### config.mk
export PLATFORM = sky130hd
export DESIGN_NAME = z80_bus_initiator
export DESIGN_NICKNAME = d
export VERILOG_FILES = /design/src/rtl/z80_bus_pkg.sv /design/src/rtl/z80_sync2.sv /design/src/rtl/z80_bus_initiator.sv
export SDC_FILE = /design/constraint.sdc
export NUM_CORES = 1
export LEC_CHECK = 0
export BUFFER_PORTS_ARGS = -buffer_cell sky130_fd_sc_hd__buf_2
export CAP_MARGIN = 20
export CORE_AREA = 2 2 98 100
export DETAILED_ROUTE_END_ITERATION = 6
export DIE_AREA = 0 0 100 102
export GPL_ROUTABILITY_DRIVEN = 0
export PLACE_DENSITY = 0.79
export SYNTH_ARGS = -nofsm -noshare
export SYNTH_HDL_FRONTEND = slang
export SYNTH_HIERARCHICAL = 1
export SYNTH_SLANG_ARGS = --single-unit
### constraint.sdc
create_clock -name i_mclk -period 4.61 [get_ports i_mclk]
set_input_delay 0.922 -clock i_mclk [delete_from_list [all_inputs] [get_ports i_mclk]]
set_output_delay 0.922 -clock i_mclk [all_outputs]
set_load 0.02 [all_outputs]
### src/rtl/z80_bus_pkg.sv
// Shared types and constants for the Z80 bus initiator: state encoding,
// the latched command record and the active-low strobe helpers.
package z80_bus_pkg;

    typedef enum logic [3:0] {
        IDLE,
        REQ,
        T1,
        T2,
        TW,
        T3,
        HOLD,
        REL1,
        REL2
    } state_e;

    typedef struct packed {
        logic        write;
        logic        io;
        logic [15:0] addr;
        logic [7:0]  wdata;
    } cmd_t;

    // Strobe vector order is {mreq_n, iorq_n, rd_n, wr_n}
    localparam logic [3:0] STROBES_OFF = 4'b1111;
    localparam logic       OE_OFF      = 1'b0;

    localparam int DEF_HOLD_CYCLES  = 16;
    localparam int DEF_WAIT_TIMEOUT = 255;
    localparam int CNT_W            = 16;

    function automatic logic [3:0] strobes_for(input cmd_t c);
        return {c.io, !c.io, c.write, !c.write};
    endfunction

endpackage

### src/rtl/z80_sync2.sv
// Two-flop synchronizer for an active-low level; resets to the inactive (1) value.
module z80_sync2 (
    input  logic clk,
    input  logic rst,
    input  logic d,
    output logic q
);

    logic meta;

    always_ff @(posedge clk or posedge rst) begin
        if (rst) begin
            meta <= 1'b1;
            q    <= 1'b1;
        end else begin
            meta <= d;
            q    <= meta;
        end
    end

endmodule

### src/rtl/z80_bus_initiator.sv
// Z80 bus master: acquires the bus with BUSREQ/BUSACK, runs one T1/T2/Tw/T3
// memory or I/O cycle per command and keeps the bus for a hold window.
module z80_bus_initiator
    import z80_bus_pkg::*;
#(
    parameter int HOLD_CYCLES  = DEF_HOLD_CYCLES,
    parameter int WAIT_TIMEOUT = DEF_WAIT_TIMEOUT
) (
    input  logic        i_mclk,
    input  logic        i_reset,
    input  logic        i_cmd_valid,
    output logic        o_cmd_ready,
    input  logic        i_cmd_write,
    input  logic        i_cmd_io,
    input  logic [15:0] i_cmd_addr,
    input  logic [7:0]  i_cmd_wdata,
    output logic        o_rsp_valid,
    output logic [7:0]  o_rsp_rdata,
    output logic        o_rsp_err,
    output logic        o_busreq_n,
    input  logic        i_busack_n,
    input  logic        i_wait_n,
    output logic [15:0] o_addr,
    output logic        o_addr_oe,
    output logic [7:0]  o_data,
    output logic        o_data_oe,
    input  logic [7:0]  i_data,
    output logic        o_mreq_n,
    output logic        o_iorq_n,
    output logic        o_rd_n,
    output logic        o_wr_n
);

    localparam logic [CNT_W-1:0] WAIT_LAST =
        (WAIT_TIMEOUT > 0) ? CNT_W'(WAIT_TIMEOUT - 1) : '0;
    localparam logic [CNT_W-1:0] HOLD_LAST =
        (HOLD_CYCLES > 0) ? CNT_W'(HOLD_CYCLES - 1) : '0;

    state_e           state;
    cmd_t             cmd;
    cmd_t             cmd_in;
    cmd_t             t1_cmd;
    logic [CNT_W-1:0] wait_cnt;
    logic [CNT_W-1:0] hold_cnt;
    logic             auto_tw;
    logic             busack_s;
    logic             accept;

    z80_sync2 u_busack_sync (
        .clk (i_mclk),
        .rst (i_reset),
        .d   (i_busack_n),
        .q   (busack_s)
    );

    assign accept = i_cmd_valid & o_cmd_ready;

    always_comb begin
        cmd_in       = '0;
        cmd_in.write = i_cmd_write;
        cmd_in.io    = i_cmd_io;
        cmd_in.addr  = i_cmd_addr;
        cmd_in.wdata = i_cmd_wdata;
        // From HOLD the new command launches T1 directly, before it is latched
        t1_cmd       = (state == HOLD) ? cmd_in : cmd;
    end

    always_ff @(posedge i_mclk or posedge i_reset) begin
        if (i_reset) begin
            state       <= IDLE;
            cmd         <= '0;
            wait_cnt    <= '0;
            hold_cnt    <= '0;
            auto_tw     <= 1'b0;
            o_cmd_ready <= 1'b0;
            o_rsp_valid <= 1'b0;
            o_rsp_rdata <= '0;
            o_rsp_err   <= 1'b0;
            o_busreq_n  <= 1'b1;
            o_addr      <= '0;
            o_addr_oe   <= OE_OFF;
            o_data      <= '0;
            o_data_oe   <= OE_OFF;
            {o_mreq_n, o_iorq_n, o_rd_n, o_wr_n} <= STROBES_OFF;
        end else begin
            o_rsp_valid <= 1'b0;
            case (state)
                IDLE: begin
                    if (accept) begin
                        cmd         <= cmd_in;
                        o_busreq_n  <= 1'b0;
                        o_cmd_ready <= 1'b0;
                        state       <= REQ;
                    end else begin
                        o_cmd_ready <= 1'b1;
                    end
                end

                REQ: begin
                    if (!busack_s) begin
                        o_addr_oe <= 1'b1;
                        o_addr    <= t1_cmd.addr;
                        o_data_oe <= t1_cmd.write;
                        if (t1_cmd.write) o_data <= t1_cmd.wdata;
                        state     <= T1;
                    end
                end

                T1: begin
                    {o_mreq_n, o_iorq_n, o_rd_n, o_wr_n} <= strobes_for(cmd);
                    state <= T2;
                end

                T2: begin
                    wait_cnt <= '0;
                    auto_tw  <= cmd.io;
                    if (cmd.io || !i_wait_n) state <= TW;
                    else                     state <= T3;
                end

                TW: begin
                    if (i_wait_n) begin
                        state <= T3;
                    end else if (auto_tw) begin
                        // The built-in I/O wait state is free of the timeout budget
                        auto_tw <= 1'b0;
                    end else if (wait_cnt == WAIT_LAST) begin
                        {o_mreq_n, o_iorq_n, o_rd_n, o_wr_n} <= STROBES_OFF;
                        o_data_oe   <= OE_OFF;
                        o_rsp_valid <= 1'b1;
                        o_rsp_err   <= 1'b1;
                        o_rsp_rdata <= '0;
                        state       <= HOLD;
                    end else begin
                        wait_cnt <= wait_cnt + 1'b1;
                    end
                end

                T3: begin
                    {o_mreq_n, o_iorq_n, o_rd_n, o_wr_n} <= STROBES_OFF;
                    o_data_oe   <= OE_OFF;
                    o_rsp_valid <= 1'b1;
                    o_rsp_err   <= 1'b0;
                    o_rsp_rdata <= cmd.write ? 8'h00 : i_data;
                    state       <= HOLD;
                end

                HOLD: begin
                    if (o_rsp_valid) begin
                        // Response cycle: ready opens only once the pulse is over
                        hold_cnt <= '0;
                        if (HOLD_CYCLES == 0) begin
                            o_addr_oe <= OE_OFF;
                            state     <= REL1;
                        end else begin
                            o_cmd_ready <= 1'b1;
                        end
                    end else if (accept) begin
                        cmd         <= cmd_in;
                        o_cmd_ready <= 1'b0;
                        o_addr_oe   <= 1'b1;
                        o_addr      <= t1_cmd.addr;
                        o_data_oe   <= t1_cmd.write;
                        if (t1_cmd.write) o_data <= t1_cmd.wdata;
                        state       <= T1;
                    end else if (hold_cnt == HOLD_LAST) begin
                        o_cmd_ready <= 1'b0;
                        o_addr_oe   <= OE_OFF;
                        state       <= REL1;
                    end else begin
                        hold_cnt <= hold_cnt + 1'b1;
                    end
                end

                REL1: begin
                    o_busreq_n <= 1'b1;
                    state      <= REL2;
                end

                REL2: begin
                    // Hold off new requests until the CPU has its bus back
                    if (busack_s) begin
                        o_cmd_ready <= 1'b1;
                        state       <= IDLE;
                    end
                end

                default: state <= IDLE;
            endcase
        end
    end

endmodule
==> flow_metrics.py <==
metrics = {
    "outcome": {
        "status": "completed",
    },
    "cells_and_area": {
        "seq_area_sq_um": 2690,
        "multi_input_area_sq_um": 2300,
        "final_common_cell": "dfrtp_1",
        "n_fill_cell": 742,
        "final_cell_mix": "dfrtp_1 (100), buf_2 (80), a21oi_1 (45)",
        "drive_above_1_share_pct": 27.0,
        "syn_to_final_growth_pct": 13.1,
        "nets": 601,
        "antenna_cells": 0,
    },
    "worst_hold_path": {
        "holdCritStartpoint": "u_busack_sync/meta",
        "worstHoldPathCells": 0,
        "hold_class": "flip-flop to flip-flop",
    },
    "setup_path": {
        "r2r-end": "hold_cnt[14]",
        "critPathMaxFanout": 20,
        "r2r_slack_ns": 1.77,
        "crit_start": "state[2]",
        "end_kind": "flip-flop",
        "reg2reg_depth": 6,
        "required_ns": 4.90,
        "rr_startpoint": "state[2]",
        "startpoint_type": "flip-flop",
        "endpoint": "hold_cnt[14]",
        "worst_ep_arrival_time_ns": 3.13,
        "path_class": "flip-flop to flip-flop",
    },
    "global_routing": {
        "track_usage_pct": 23.5,
        "gr-total-overflow": 0,
        "antenna_found_initial": 0,
        "grt_pass1_vias": 3884,
        "grt_max_degree": 76,
        "grt_pass1_wl_mm": 19.1,
    },
    "clocking": {
        "post_cts_resized": 0,
        "clk_pin_slew_ns": 0.10,
        "cts_buffers": 9,
        "holdBufCountCts": 0,
        "clock_sinks": 107,
        "cts_buffer_depth": 2,
        "cts_htree_levels": 3,
        "cts_tree": "yes",
        "clkLatencyLatePin_ns": 0.37,
        "cts_setup_buffers": 0,
        "cts_root_buf": "clkbuf_8",
    },
    "die": {
        "core-area_sq_um": 9110,
        "die_x_um": 100,
        "ios": 81,
        "start_util_pct": 56.2,
        "die-area_sq_um": 10200,
        "rows": 35,
        "die_y_um": 102,
    },
    "synthesis": {
        "synth_cells": 485,
        "ys_types": 55,
        "synth_ff_type": "dfrtp_1",
        "synth_nets": 527,
        "async_flop_share_pct": 100,
        "syn_area_sq_um": 5120,
        "synth-edff-count": 0,
        "yosysSeqAreaShare_pct": 52.5,
        "ys_ff_latch": 107,
        "yosys_warnings": 6,
        "syn_area_per_cell_sq_um": 10.6,
    },
    "sta": {
        "post-route-min-period_ns": 2.84,
        "finalHoldViolCount": 0,
        "rsz0062_at_grt": "no",
        "worstMarginPinSlew_ns": 1.04,
        "fin_tns_setup_ns": 0,
        "drv_slew": 0,
        "fin_crit_sh_pct": 61.6,
        "setup_slack_ns": 1.77,
        "setup_viol": 0,
        "fmax_mhz": 352,
        "skew_ns": 0.0192,
        "relSlewSlack_pct": 30.1,
    },
    "placed_design": {
        "dp_slack_ns": 1.65,
        "dp_hpwl_mm": 7.88,
        "portBuffers": 80,
    },
    "power": {
        "pwr_density_cell_nw_per_um2": 665,
        "peakVddDrop_uv": 420,
        "leakage_uw": 0.00254,
    },
    "route": {
        "vias_per_cell": 6.04,
        "vias": 4077,
        "drtPass1Iterations": 5,
        "wl_per_cell_um": 16.6,
        "totalWireLength_mm": 11.2,
        "drt_iter0_markers": 331,
        "antenna_left": 0,
        "drc": 0,
    },
    "job": {
        "cap_violations": 0,
    },
}
[per-layer routing]
| layer | GRT usage (%) | wire length (um) | vias to the layer above |
|---|---|---|---|
| met2 | 36.6 | 5430 | 110 |
| met5 | 0 | 0 | - |
| met3 | 5.95 | 652 | 10 |
| li1 | - | - | 1930 |
| met4 | 8.01 | 110 | 0 |
| met1 | 32.6 | 5000 | 2027 |
[critical path: stages, from the launching register on]
cell and delay (ns):
dfrtp_1 0.72, and4bb_2 0.57, buf_4 0.39, nand2_1 0.12
o21a_1 0.38, or3_1 0.41, a21oi_1 0.15
[Yosys cell counts (2+ instances only)]
cell / count / area share [%]
a22o_1: 11 / 1.9
dfrtp_1: 100 / 49
or2_2: 3 / 0.37
nor4_1: 6 / 0.73
and3_1: 3 / 0.37
nand2_1: 26 / 1.9
a31oi_1: 8 / 0.98
a32oi_1: 2 / 0.34
mux2_2: 29 / 6.4
buf_6: 2 / 0.44
nor3b_1: 2 / 0.29
or3_1: 12 / 1.5
a21o_1: 6 / 0.88
nor4b_1: 2 / 0.34
and2_1: 3 / 0.37
inv_1: 10 / 0.73
o21ai_1: 2 / 0.20
nand2b_1: 5 / 0.61
nand3_1: 15 / 1.5
ha_1: 3 / 0.73
clkbuf_1: 11 / 0.81
xnor2_1: 4 / 0.68
xor2_1: 3 / 0.51
a21oi_1: 45 / 4.4
o21a_1: 2 / 0.29
o211ai_1: 2 / 0.29
o31ai_1: 3 / 0.44
o21ai_0: 26 / 2.5
nor2_1: 45 / 3.3
nand4_1: 11 / 1.3
buf_1: 3 / 0.22
buf_2: 7 / 0.68
or4_1: 5 / 0.73
dfstp_2: 7 / 3.6
mux2i_1: 29 / 5.7
nor3_1: 11 / 1.1
nand4b_1: 2 / 0.34
nand3b_1: 2 / 0.29
[registers in the layout, summed over array words and instances (netlist names)]
signal              flops
u_busack_sync/q         1
auto_tw                 1
cmd                    26
o_rd_n                  1
hold_cnt               16
o_iorq_n                1
wait_cnt               16
u_busack_sync/meta      1
o_rsp_rdata             8
o_mreq_n                1
o_cmd_ready             1
o_rsp_err               1
o_data                  8
state                   4
o_addr                 16
o_wr_n                  1
o_rsp_valid             1
o_data_oe               1
o_addr_oe               1
o_busreq_n              1
[power breakdown]
| part | internal [uW] | leakage, uW | total (uW) | switching [uW] |
|---|---|---|---|---|
| combinational | 697 | 0.00113 | 1660 | 967 |
| clock | 210 | 0.0000913 | 548 | 339 |
| sequential | 1310 | 0.00132 | 1640 | 325 |
| total | 2220 | 0.00254 | 3850 | 1630 |
[cell type report]
type                            count  area share (%)
Sequential cell                   107            46.4
Multi-Input combinational cell    345            39.7
Timing Repair Buffer               86            7.69
Tap cell                          111            2.40
Clock buffer                       10            2.20
Clock inverter                      6           0.972
Inverter                           10           0.691
[logic make-up (layout without fill, tap and decap cells)]
group | after synthesis | count (layout) | synth area share (%)
AND/OR/NAND/NOR | 163 | 163 | 17.0
AO/OA/AOI/OAI | 114 | 114 | 13.7
flip-flops | 107 | 107 | 52.5
multiplexers | 58 | 58 | 12.0
adder cells (fa/ha/maj) | 3 | 3 | 0.733
XOR/XNOR | 7 | 7 | 1.20
buffers and inverters | 33 | 112 | 2.88
[metrics by stage]
stage | cell area [sq um] | util, % | hold WS [ns] | power [uW] | cells
6_report | 5790 | 63.6 | 0.360 | 3850 | 675
5_1_grt | 5790 | 63.6 | 0.367 | 4130 | 675
4_1_cts | 5790 | 63.5 | 0.362 | 3860 | 674
3_5_place_dp | 5600 | 61.5 | 0.348 | 3310 | 658
3_3_place_gp | 5600 | 61.5 | 0.347 | 3220 | 658
2_1_floorplan | 5120 | - | 0.345 | 2840 | 485
[worst min-delay path by stage]
stage	slack, ns	endpoint
floorplan	0.35	u_busack_sync/q
global placement	0.35	u_busack_sync/q
detailed placement	0.35	u_busack_sync/q
CTS	0.36	u_busack_sync/q
global route	0.37	u_busack_sync/q
finish	0.36	u_busack_sync/q
Power figures use the tool's default switching activity.
